File: src/rtl/spi_cmd_queue_if.sv
// Command-queue bundle: the control-side write port, status/error flags and the SPI master handshake.
// The queue uses the master modport; whatever drives commands and models the SPI master uses slave.
interface spi_cmd_queue_if #(
  parameter int DATA_BITS = 16,
  parameter int ADDR_BITS = 8,
  parameter int CLK_RATIO = 8,
  parameter int DEPTH     = 8
);
  localparam int LVL_BITS = $clog2(DEPTH) + 1;

  logic                 wr_en;
  logic [ADDR_BITS-1:0] wr_addr;
  logic [DATA_BITS-1:0] wr_data;
  logic                 full;
  logic                 empty;
  logic [LVL_BITS-1:0]  level;
  logic [CLK_RATIO-1:0] cfg_ratio;
  logic                 clear_err;
  logic                 overflow;
  logic                 timeout_err;
  logic                 idle_o;
  logic                 spi_start;
  logic [ADDR_BITS-1:0] spi_address;
  logic [DATA_BITS-1:0] spi_data;
  logic [CLK_RATIO-1:0] spi_ratio;
  logic                 spi_busy;
  logic                 spi_done;

  modport master (
    input  wr_en, wr_addr, wr_data, cfg_ratio, clear_err, spi_busy, spi_done,
    output full, empty, level, overflow, timeout_err, idle_o,
           spi_start, spi_address, spi_data, spi_ratio
  );

  modport slave (
    output wr_en, wr_addr, wr_data, cfg_ratio, clear_err, spi_busy, spi_done,
    input  full, empty, level, overflow, timeout_err, idle_o,
           spi_start, spi_address, spi_data, spi_ratio
  );
endinterface

File: src/rtl/spi_cmd_queue.sv
// Queues address/data writes and feeds them one at a time to the SPI write master; launch is 2 cycles after push.
// Pushes while full are dropped and flagged; a launch the master never acknowledges with busy is discarded and flagged.
module spi_cmd_queue #(
  parameter int DATA_BITS    = 16,
  parameter int ADDR_BITS    = 8,
  parameter int CLK_RATIO    = 8,
  parameter int DEPTH        = 8,
  parameter int BUSY_TIMEOUT = 16
) (
  input  logic             clk,
  input  logic             reset,
  spi_cmd_queue_if.master  bus
);
  localparam int PTR_BITS = $clog2(DEPTH);
  localparam int LVL_BITS = PTR_BITS + 1;
  localparam int CNT_BITS = $clog2(BUSY_TIMEOUT + 1);

  typedef struct packed {
    logic [ADDR_BITS-1:0] addr;
    logic [DATA_BITS-1:0] data;
  } cmd_t;

  typedef enum logic [1:0] {
    IDLE,
    LAUNCH,
    WAIT_BUSY,
    WAIT_DONE
  } state_t;

  cmd_t                 mem [DEPTH];
  cmd_t                 head;
  logic [PTR_BITS-1:0]  wr_ptr;
  logic [PTR_BITS-1:0]  rd_ptr;
  logic [LVL_BITS-1:0]  count;
  logic [LVL_BITS-1:0]  count_nxt;
  logic                 full_q;
  logic                 empty_q;
  logic                 push;
  logic                 pop;

  state_t               state;
  logic [CNT_BITS-1:0]  busy_cnt;
  logic                 busy_expire;
  logic                 timeout_evt;
  logic                 start_q;
  logic [ADDR_BITS-1:0] addr_q;
  logic [DATA_BITS-1:0] data_q;
  logic [CLK_RATIO-1:0] ratio_q;
  logic                 overflow_q;
  logic                 timeout_q;

  // full is the registered flag, so a pop in the same cycle cannot make room for a push
  assign push = bus.wr_en && !full_q;
  assign head = mem[rd_ptr];

  assign busy_expire = (busy_cnt == CNT_BITS'(BUSY_TIMEOUT - 1));
  assign timeout_evt = (state == WAIT_BUSY) && !bus.spi_busy && busy_expire;
  assign pop         = timeout_evt || ((state == WAIT_DONE) && bus.spi_done);

  always_comb begin
    count_nxt = count;
    case ({push, pop})
      2'b10:   count_nxt = count + LVL_BITS'(1);
      2'b01:   count_nxt = count - LVL_BITS'(1);
      default: count_nxt = count;
    endcase
  end

  always_ff @(posedge clk) begin
    if (push) begin
      mem[wr_ptr] <= '{addr: bus.wr_addr, data: bus.wr_data};
    end
  end

  always_ff @(posedge clk or posedge reset) begin
    if (reset) begin
      wr_ptr  <= '0;
      rd_ptr  <= '0;
      count   <= '0;
      full_q  <= 1'b0;
      empty_q <= 1'b1;
    end else begin
      if (push) wr_ptr <= wr_ptr + PTR_BITS'(1);
      if (pop)  rd_ptr <= rd_ptr + PTR_BITS'(1);
      count   <= count_nxt;
      full_q  <= (count_nxt == LVL_BITS'(DEPTH));
      empty_q <= (count_nxt == '0);
    end
  end

  // The head entry stays queued while in flight; it is popped only on done or timeout
  always_ff @(posedge clk or posedge reset) begin
    if (reset) begin
      state    <= IDLE;
      busy_cnt <= '0;
      start_q  <= 1'b0;
      addr_q   <= '0;
      data_q   <= '0;
      ratio_q  <= CLK_RATIO'(CLK_RATIO - 1);
    end else begin
      case (state)
        IDLE: begin
          if (!empty_q) begin
            addr_q  <= head.addr;
            data_q  <= head.data;
            ratio_q <= (bus.cfg_ratio < CLK_RATIO'(2)) ? CLK_RATIO'(2) : bus.cfg_ratio;
            start_q <= 1'b1;
            state   <= LAUNCH;
          end
        end
        LAUNCH: begin
          start_q  <= 1'b0;
          busy_cnt <= '0;
          state    <= WAIT_BUSY;
        end
        WAIT_BUSY: begin
          if (bus.spi_busy) begin
            state <= WAIT_DONE;
          end else begin
            busy_cnt <= busy_cnt + CNT_BITS'(1);
            if (busy_expire) state <= IDLE;
          end
        end
        WAIT_DONE: begin
          if (bus.spi_done) state <= IDLE;
        end
        default: state <= IDLE;
      endcase
    end
  end

  // A fresh error event takes priority over clear_err in the same cycle
  always_ff @(posedge clk or posedge reset) begin
    if (reset) begin
      overflow_q <= 1'b0;
      timeout_q  <= 1'b0;
    end else begin
      if (bus.wr_en && full_q)  overflow_q <= 1'b1;
      else if (bus.clear_err)   overflow_q <= 1'b0;
      if (timeout_evt)          timeout_q  <= 1'b1;
      else if (bus.clear_err)   timeout_q  <= 1'b0;
    end
  end

  assign bus.full        = full_q;
  assign bus.empty       = empty_q;
  assign bus.level       = count;
  assign bus.overflow    = overflow_q;
  assign bus.timeout_err = timeout_q;
  assign bus.idle_o      = (state == IDLE) && empty_q;
  assign bus.spi_start   = start_q;
  assign bus.spi_address = addr_q;
  assign bus.spi_data    = data_q;
  assign bus.spi_ratio   = ratio_q;

endmodule
File: src/flat_wrapper.sv
// flat-port wrapper written by rule: the top's interface ports become plain ports
module spi_cmd_queue_flat 
#(
  parameter int DATA_BITS    = 16,
  parameter int ADDR_BITS    = 8,
  parameter int CLK_RATIO    = 8,
  parameter int DEPTH        = 8,
  parameter int BUSY_TIMEOUT = 16
)
  (clk, reset, bus_wr_en, bus_wr_addr, bus_wr_data, bus_cfg_ratio, bus_clear_err, bus_spi_busy, bus_spi_done, bus_full, bus_empty, bus_level, bus_overflow, bus_timeout_err, bus_idle_o, bus_spi_start, bus_spi_address, bus_spi_data, bus_spi_ratio);
  spi_cmd_queue_if #(.DATA_BITS(DATA_BITS), .ADDR_BITS(ADDR_BITS), .CLK_RATIO(CLK_RATIO), .DEPTH(DEPTH)) bus_i ();
  input  logic clk;
  input  logic reset;
  input wire logic [$bits(bus_i.wr_en)-1:0] bus_wr_en;
  input wire logic [$bits(bus_i.wr_addr)-1:0] bus_wr_addr;
  input wire logic [$bits(bus_i.wr_data)-1:0] bus_wr_data;
  input wire logic [$bits(bus_i.cfg_ratio)-1:0] bus_cfg_ratio;
  input wire logic [$bits(bus_i.clear_err)-1:0] bus_clear_err;
  input wire logic [$bits(bus_i.spi_busy)-1:0] bus_spi_busy;
  input wire logic [$bits(bus_i.spi_done)-1:0] bus_spi_done;
  output wire logic [$bits(bus_i.full)-1:0] bus_full;
  output wire logic [$bits(bus_i.empty)-1:0] bus_empty;
  output wire logic [$bits(bus_i.level)-1:0] bus_level;
  output wire logic [$bits(bus_i.overflow)-1:0] bus_overflow;
  output wire logic [$bits(bus_i.timeout_err)-1:0] bus_timeout_err;
  output wire logic [$bits(bus_i.idle_o)-1:0] bus_idle_o;
  output wire logic [$bits(bus_i.spi_start)-1:0] bus_spi_start;
  output wire logic [$bits(bus_i.spi_address)-1:0] bus_spi_address;
  output wire logic [$bits(bus_i.spi_data)-1:0] bus_spi_data;
  output wire logic [$bits(bus_i.spi_ratio)-1:0] bus_spi_ratio;
  assign bus_i.wr_en = bus_wr_en;
  assign bus_i.wr_addr = bus_wr_addr;
  assign bus_i.wr_data = bus_wr_data;
  assign bus_i.cfg_ratio = bus_cfg_ratio;
  assign bus_i.clear_err = bus_clear_err;
  assign bus_i.spi_busy = bus_spi_busy;
  assign bus_i.spi_done = bus_spi_done;
  assign bus_full = bus_i.full;
  assign bus_empty = bus_i.empty;
  assign bus_level = bus_i.level;
  assign bus_overflow = bus_i.overflow;
  assign bus_timeout_err = bus_i.timeout_err;
  assign bus_idle_o = bus_i.idle_o;
  assign bus_spi_start = bus_i.spi_start;
  assign bus_spi_address = bus_i.spi_address;
  assign bus_spi_data = bus_i.spi_data;
  assign bus_spi_ratio = bus_i.spi_ratio;
  spi_cmd_queue #(.DATA_BITS(DATA_BITS), .ADDR_BITS(ADDR_BITS), .CLK_RATIO(CLK_RATIO), .DEPTH(DEPTH), .BUSY_TIMEOUT(BUSY_TIMEOUT)) u_core (.clk(clk), .reset(reset), .bus(bus_i));
endmodule
File: config.mk
export PLATFORM = sky130hd
export DESIGN_NAME = spi_cmd_queue_flat
export DESIGN_NICKNAME = d
export VERILOG_FILES = /design/src/rtl/spi_cmd_queue_if.sv /design/src/rtl/spi_cmd_queue.sv /design/src/flat_wrapper.sv
export SDC_FILE = /design/constraint.sdc
export NUM_CORES = 1
export LEC_CHECK = 0
export CAP_MARGIN = 30
export CORE_MARGIN = 2
export CORE_UTILIZATION = 55
export CTS_CLUSTER_DIAMETER = 40
export CTS_CLUSTER_SIZE = 30
export DETAILED_ROUTE_END_ITERATION = 8
export PLACE_DENSITY = 0.75
export SYNTH_ARGS = -nofsm -noshare
export SYNTH_HDL_FRONTEND = slang
export SYNTH_SLANG_ARGS = --single-unit
File: constraint.sdc
create_clock -name clk -period 3.41 [get_ports clk]
set_input_delay 0.5115 -clock clk [delete_from_list [all_inputs] [get_ports clk]]
set_output_delay 0.5115 -clock clk [all_outputs]
set_load 0.01 [all_outputs]
==> flow_summary.ini, run 1 <==
[flow_run]
max-cap-violations = 0

[critical_path]
worst_setup_path_start_kind = flip-flop
cp_data_required_time_ns = 3.80
worstPathArrival_ns = 3.09
critPathKind = reg -> reg
crit_chain = ha_1, and3_1, ha_1, nand4bb_1, nand2_1, ha_1, nor4_1, mux2i_1, xnor2_2, nor3b_2
slowest_delay_ns = 0.43
worst_setup_path_end_kind = flip-flop
cpMostUsedCell = ha_1
worst-path-max-fanout = 8
crit_path_top_delay_cell = dfrtp_1

[clock_network]
path_clk_slew_ns = 0.06
cts.sinks = 246
htree_levels = 1
ctsResizeCount = 0
numCtsBuffers = 27
clkLatencyLatePin_ns = 0.53
cts_tree = yes
clockBufferDepth = 3
post-cts-setup-buffer-count = 0
clock_tree.root_cell = clkbuf_16
cts-hold-fix-buffers = 0

[timing]
period_share = 0.790
fin_setup_tns_ns = 0
hold_slack_ns = 0.436
setup_viol = 0
hold_violations = 0
rsz0062_at_grt = false
report.final.slew_viol_count = 0
skew_ns = 0.0158
period_needed_ns = 2.69
fmax_mhz = 371
tightest_slew_ns = 0.907
slew_headroom = 0.396

[route]
wl_um = 18000
wl_per_cell_um = 21.1
vias = 4912
via_per_inst = 5.76
drc = 0
dr.pass1.iters = 4
final_antenna_net_count = 0
drtIter0Drc = 340

[final_layout]
stdcell_area_mm2 = 0.0115
n_antenna_cell = 0
fillers = 1111
final_cell_mix = edfxtp_1 (192), clkdlybuf4s50_1 (79), mux4_2 (48), dfrtp_1 (48), nor2_1 (33)
final_common_cell = edfxtp_1
drive_gt1_frac = 0.218
finalNonFillerCells = 853
area_delta_synth_final_pct = 21.3
fin_nets = 651

[synthesis]
synth_seq_cells = 246
ys_warn_count = 0
netlist_instances = 501
synth.net_count = 545
avgSynthCellArea_um2 = 19.0
yosysUniqueCellTypes = 40
yosysSeqAreaShare = 0.748
synth.cell_area_mm2 = 0.00952

[place]
place.gp.congestion = 0.739
io_buffers = 79
placed_area_mm2 = 0.0107
place_inst = 803
hpwlAfterDp_um = 10800

[floorplan]
pin_count = 80
floorplan.initialDensity = 0.556
core_mm2 = 0.0171
die_h_um = 136
fp.dieW_um = 136
rows = 48
dieArea_mm2 = 0.0184

[grt]
antenna_found_initial = 0
grt_max_degree = 39
grt_pass1_wl_um = 28400
gr-usage-all-layers = 0.207
grt_pass1_vias = 5076
grt-ovfl-total = 0

[power]
pwr_density_cell_mw_per_mm2 = 872
vdd_drop_max_mv = 0.475
finalPower_w = 0.0101
p_leak_nw = 4.02

[worst_hold_path]
hp-class = in -> async

[status]
status = complete, no violations
[final timing paths]
kind                                    startpoint                      end  slack [ns]  cells after the start
setup / recovery                u_core.busy_cnt[0]          u_core.bus.full        0.72                     10
hold / removal                               reset     u_core.bus.spi_start        0.44                      2
setup reg to reg                u_core.busy_cnt[0]          u_core.bus.full        0.72                     10
hold reg to reg            u_core.bus.spi_ratio[0]  u_core.bus.spi_ratio[0]        0.48                      2
max in group asynchronous                    reset  u_core.bus.spi_ratio[0]        2.29                      3
min in group clk           u_core.bus.spi_ratio[0]  u_core.bus.spi_ratio[0]        0.48                      2
[where the power goes]
part / leakage, nW / switching [W] / internal (W)
registers: 2.37 / 0.000547 / 0.00394
logic: 1.25 / 0.00133 / 0.00159
clock network: 0.404 / 0.00118 / 0.00148
total: 4.02 / 0.00306 / 0.00701
[flip-flops by register name, indices dropped and copies added (netlist names), 2 cells and up]
signal	count
u_core.bus.level	4
u_core.bus.spi_address	8
u_core.bus.spi_data	16
u_core.bus.spi_ratio	8
u_core.busy_cnt	5
u_core.mem	192
u_core.rd_ptr	3
u_core.state	2
u_core.wr_ptr	3
[cells by family (layout without fill, tap and decap cells)]
| logic type | count (synthesis) | in the layout | synth area share |
|---|---|---|---|
| and+or+nand+nor | 77 | 77 | 0.0388 |
| adders and majority gates | 6 | 6 | 0.00789 |
| DFF | 246 | 246 | 0.748 |
| buffers and inverters | 34 | 161 | 0.0167 |
| muxes | 86 | 86 | 0.155 |
| AOI/OAI and AO/OA | 43 | 43 | 0.0247 |
| xor gates and xnor gates | 9 | 9 | 0.00907 |
[through the flow]
stage / setup slack (ns) / utilization
CTS: 0.710 / 0.675
global placement: 0.495 / 0.626
finish: 0.715 / 0.675
floorplan: 0.407 / -
global route: 0.537 / 0.675
detailed placement: 0.419 / 0.626
[synthesized netlist by cell type, drive strengths merged]
| cell type | instances | share of area |
|---|---|---|
| o211ai | 1 | 0.00079 |
| buf | 16 | 0.0096 |
| dfstp | 4 | 0.011 |
| nand4bb | 1 | 0.0012 |
| nand3 | 3 | 0.0016 |
| nor2b | 3 | 0.0020 |
| a22oi | 3 | 0.0024 |
| nor3 | 5 | 0.0032 |
| a21oi | 29 | 0.016 |
| o21a | 1 | 0.00079 |
| nor4 | 2 | 0.0013 |
| mux2 | 10 | 0.012 |
| ha | 6 | 0.0079 |
| mux2i | 28 | 0.029 |
| nor3b | 4 | 0.0037 |
| mux4 | 48 | 0.11 |
| nand2 | 12 | 0.0047 |
| a21o | 1 | 0.00079 |
| a31oi | 1 | 0.00066 |
| nand4b | 2 | 0.0018 |
| dfrtp | 50 | 0.13 |
| o21ai | 7 | 0.0037 |
| nor2 | 39 | 0.015 |
| clkbuf | 8 | 0.0032 |
| nand2b | 5 | 0.0033 |
| and3 | 1 | 0.00066 |
| xor2 | 3 | 0.0028 |
| inv | 10 | 0.0039 |
| edfxtp | 192 | 0.61 |
| xnor2 | 6 | 0.0063 |
[routing by layer]
| metal | global-route usage | vias to the layer above | routed length (um) |
|---|---|---|---|
| met1 | 0.278 | 2524 | 7470 |
| met4 | 0.0515 | 0 | 300 |
| li1 | - | 2186 | - |
| met3 | 0.0344 | 23 | 1170 |
| met2 | 0.359 | 179 | 9100 |
| met5 | 0 | - | 0 |
[final cells by class]
cell class                      instances  area [um2]  area share
Inverter                               10        37.5     0.00325
Sequential cell                       246        7130       0.617
Tap cell                              225         282      0.0244
Clock buffer                           30         687      0.0595
Timing Repair Buffer                  101        1010      0.0871
Multi-Input combinational cell        221        2270       0.197
Clock inverter                         20         140      0.0121
[worst max-delay path: cells and delay by family (launching register included)]
kind / cells / cell delay (ns)
adders and majority gates: 3 / 0.86
xor gates and xnor gates: 1 / 0.17
and+or+nand+nor: 5 / 0.94
DFF: 1 / 0.43
muxes: 1 / 0.17
Power figures use the tool's default switching activity.
==> run 2: changes to the inputs <==
Clock period 3.41 ns to 2.65 ns, I/O delays scaled along.
==> run 2 against run 1 <==
Final area grew 4.1%; first-iteration DRC count shrank 3.8%; flip-flop and latch count is the same; non-clock buffer count grew 7; register-to-register slack lost 0.56 ns; critical path depth grew 2; setup slack lost 0.56 ns; sequential power grew 27%; critical path type unchanged; critical endpoint unchanged.
==> flow_summary.ini, run 2 (same netlist as run 1, synthesis figures left out) <==
[power]
swShare = 0.289
switchingPower_w = 0.00413
pwr-share-seq = 0.397
p_leak_nw = 4.25
pwr_density_cell_mw_per_mm2 = 1190
vdd_drop_max_mv = 0.719
clkPwrFrac = 0.318
power.internal_w = 0.0102
finalPower_w = 0.0143
pwr-share-comb = 0.284

[status]
status = complete, no violations

[route]
drtIter0Drc = 327
drc = 0
wl_per_cell_um = 21.5
vias = 4984
wl_um = 18700
via_per_inst = 5.72
final_antenna_net_count = 0
dr.pass1.iters = 5

[grt]
grt_pass1_vias = 5303
antenna_found_initial = 0
grt_pass1_wl_um = 29200
gr-usage-all-layers = 0.215
grt-ovfl-total = 0
grt_max_degree = 35

[final_layout]
drive_gt1_frac = 0.250
top_register = u_core.mem
fin_nets = 665
area_delta_synth_final_pct = 26.3
n_antenna_cell = 0
largest_reg_flops = 192
fillers = 1071
final_common_cell = edfxtp_1
multiInputGateArea_mm2 = 0.00232
final_cell_mix = edfxtp_1 (192), clkdlybuf4s50_1 (79), mux4_2 (48), dfrtp_1 (48), clkbuf_16 (37)
regArea_mm2 = 0.00713

[floorplan]
pin_count = 80
rows = 48
dieArea_mm2 = 0.0184
floorplan.initialDensity = 0.556
fp.dieW_um = 136
core_mm2 = 0.0171
die_h_um = 136

[critical_path]
critPathKind = reg -> reg
crit_path_top_delay_cell = dfrtp_1
rrSetupSlack_ns = 0.15
worstPathArrival_ns = 2.85
crit_chain = ha_1, and3_1, ha_1, nand4bb_1, a21oi_2, xor2_1, ha_1, a21oi_2, nor2b_1, mux2i_1, xnor2_1, nor3b_2
worst_setup_path_end_kind = flip-flop
cp_data_required_time_ns = 3.01
worst_setup_path_start_kind = flip-flop
worst-path-max-fanout = 4
slowest_delay_ns = 0.41
cpMostUsedCell = ha_1

[timing]
setup_viol = 0
slew_headroom = 0.608
skew_ns = 0.0140
report.final.slew_viol_count = 0
period_needed_ns = 2.50
tightest_slew_ns = 0.587
fmax_mhz = 400
period_share = 0.942
hold_slack_ns = 0.270
hold_violations = 0

[clock_network]
cts-hold-fix-buffers = 0
path_clk_slew_ns = 0.06
cts_tree = yes
htree_levels = 2
clockBufferDepth = 3
cts.sinks = 246
numCtsBuffers = 34
clkLatencyLatePin_ns = 0.49
clock_tree.root_cell = clkbuf_16

[place]
place.gp.congestion = 0.735
io_buffers = 79
hpwlAfterDp_um = 10900

[flow_run]
max-cap-violations = 0

[worst_hold_path]
hp-class = in -> async
==> run 2: changes by cell type in the layout (fill, tap and decap cells not counted), moves of 3 or more <==
cell       before  now
inv_6           6    2
clkbuf_16      27   37
bufinv_16       0    3
clkbuf_1        3    6
clkbuf_8        0    3
buf_4          18   23
==> run 2: metal layers <==
layer / wire length [um] / vias to the layer above / GRT usage
met5: 0 / - / 0
met4: 470 / 0 / 0.0833
met3: 1080 / 39 / 0.0408
met2: 9410 / 186 / 0.356
met1: 7790 / 2544 / 0.288
li1: - / 2215 / -
==> run 2: final cells by class <==
cell class,instances,share of cell area
well taps,225,0.0234
clock inverters,16,0.0151
repair buffers,108,0.0901
inverters,10,0.00312
flip-flops and latches,246,0.593
multi-input cells,221,0.193
clock buffers,46,0.0823
==> run 2: power groups by stage <==
stage                     clock [W]  combinational, W  sequential, W
after floorplan                   0           0.00252        0.00559
after global placement            0           0.00392        0.00567
after detailed placement          0           0.00402        0.00573
after CTS                   0.00462           0.00406        0.00568
after global routing        0.00476           0.00441        0.00578
final                       0.00454           0.00406        0.00567
==> run 2: what timing repair did <==
| action | in CTS | in global routing |
|---|---|---|
| endpoints found under the setup margin | 0 | 2 |
| resized for setup | 0 | 8 |
| endpoints found under the hold margin | 0 | 0 |
| setup buffers | 0 | 2 |
==> run 2: per-stage QoR <==
step                utilization  setup TNS [ns]  area, um2  instances  setup WS [ns]
floorplan                     -               0       9530        501          0.179
global placement          0.631               0      10800        808          0.199
detailed placement        0.631               0      10800        808         0.0654
CTS                       0.699               0      12000        870         0.0546
global route              0.702         -0.0116      12000        872        -0.0116
finish                    0.702               0      12000        872          0.153
==> run 2: worst max-delay path: cells and delay by family, from the launching register on <==
| kind | cells | cell delay, ns |
|---|---|---|
| adder cells (fa/ha/maj) | 3 | 0.61 |
| AND/OR/NAND/NOR | 4 | 0.59 |
| XOR/XNOR | 2 | 0.43 |
| flip-flops | 1 | 0.41 |
| AO/OA/AOI/OAI | 2 | 0.24 |
| multiplexers | 1 | 0.09 |
==> run 2: path summary, 6_finish.rpt <==
path,startpoint,end,cells past startpoint
min in group clk,bus_cfg_ratio[0],u_core.bus.spi_ratio[0],3
worst min-delay path,reset,u_core.bus.spi_data[1],2
worst max-delay path,u_core.busy_cnt[1],u_core.bus.full,12
max in group asynchronous,reset,u_core.bus.empty,3
worst min register to register,u_core.bus.spi_ratio[0],u_core.bus.spi_ratio[0],2
worst max register to register,u_core.busy_cnt[1],u_core.bus.full,12
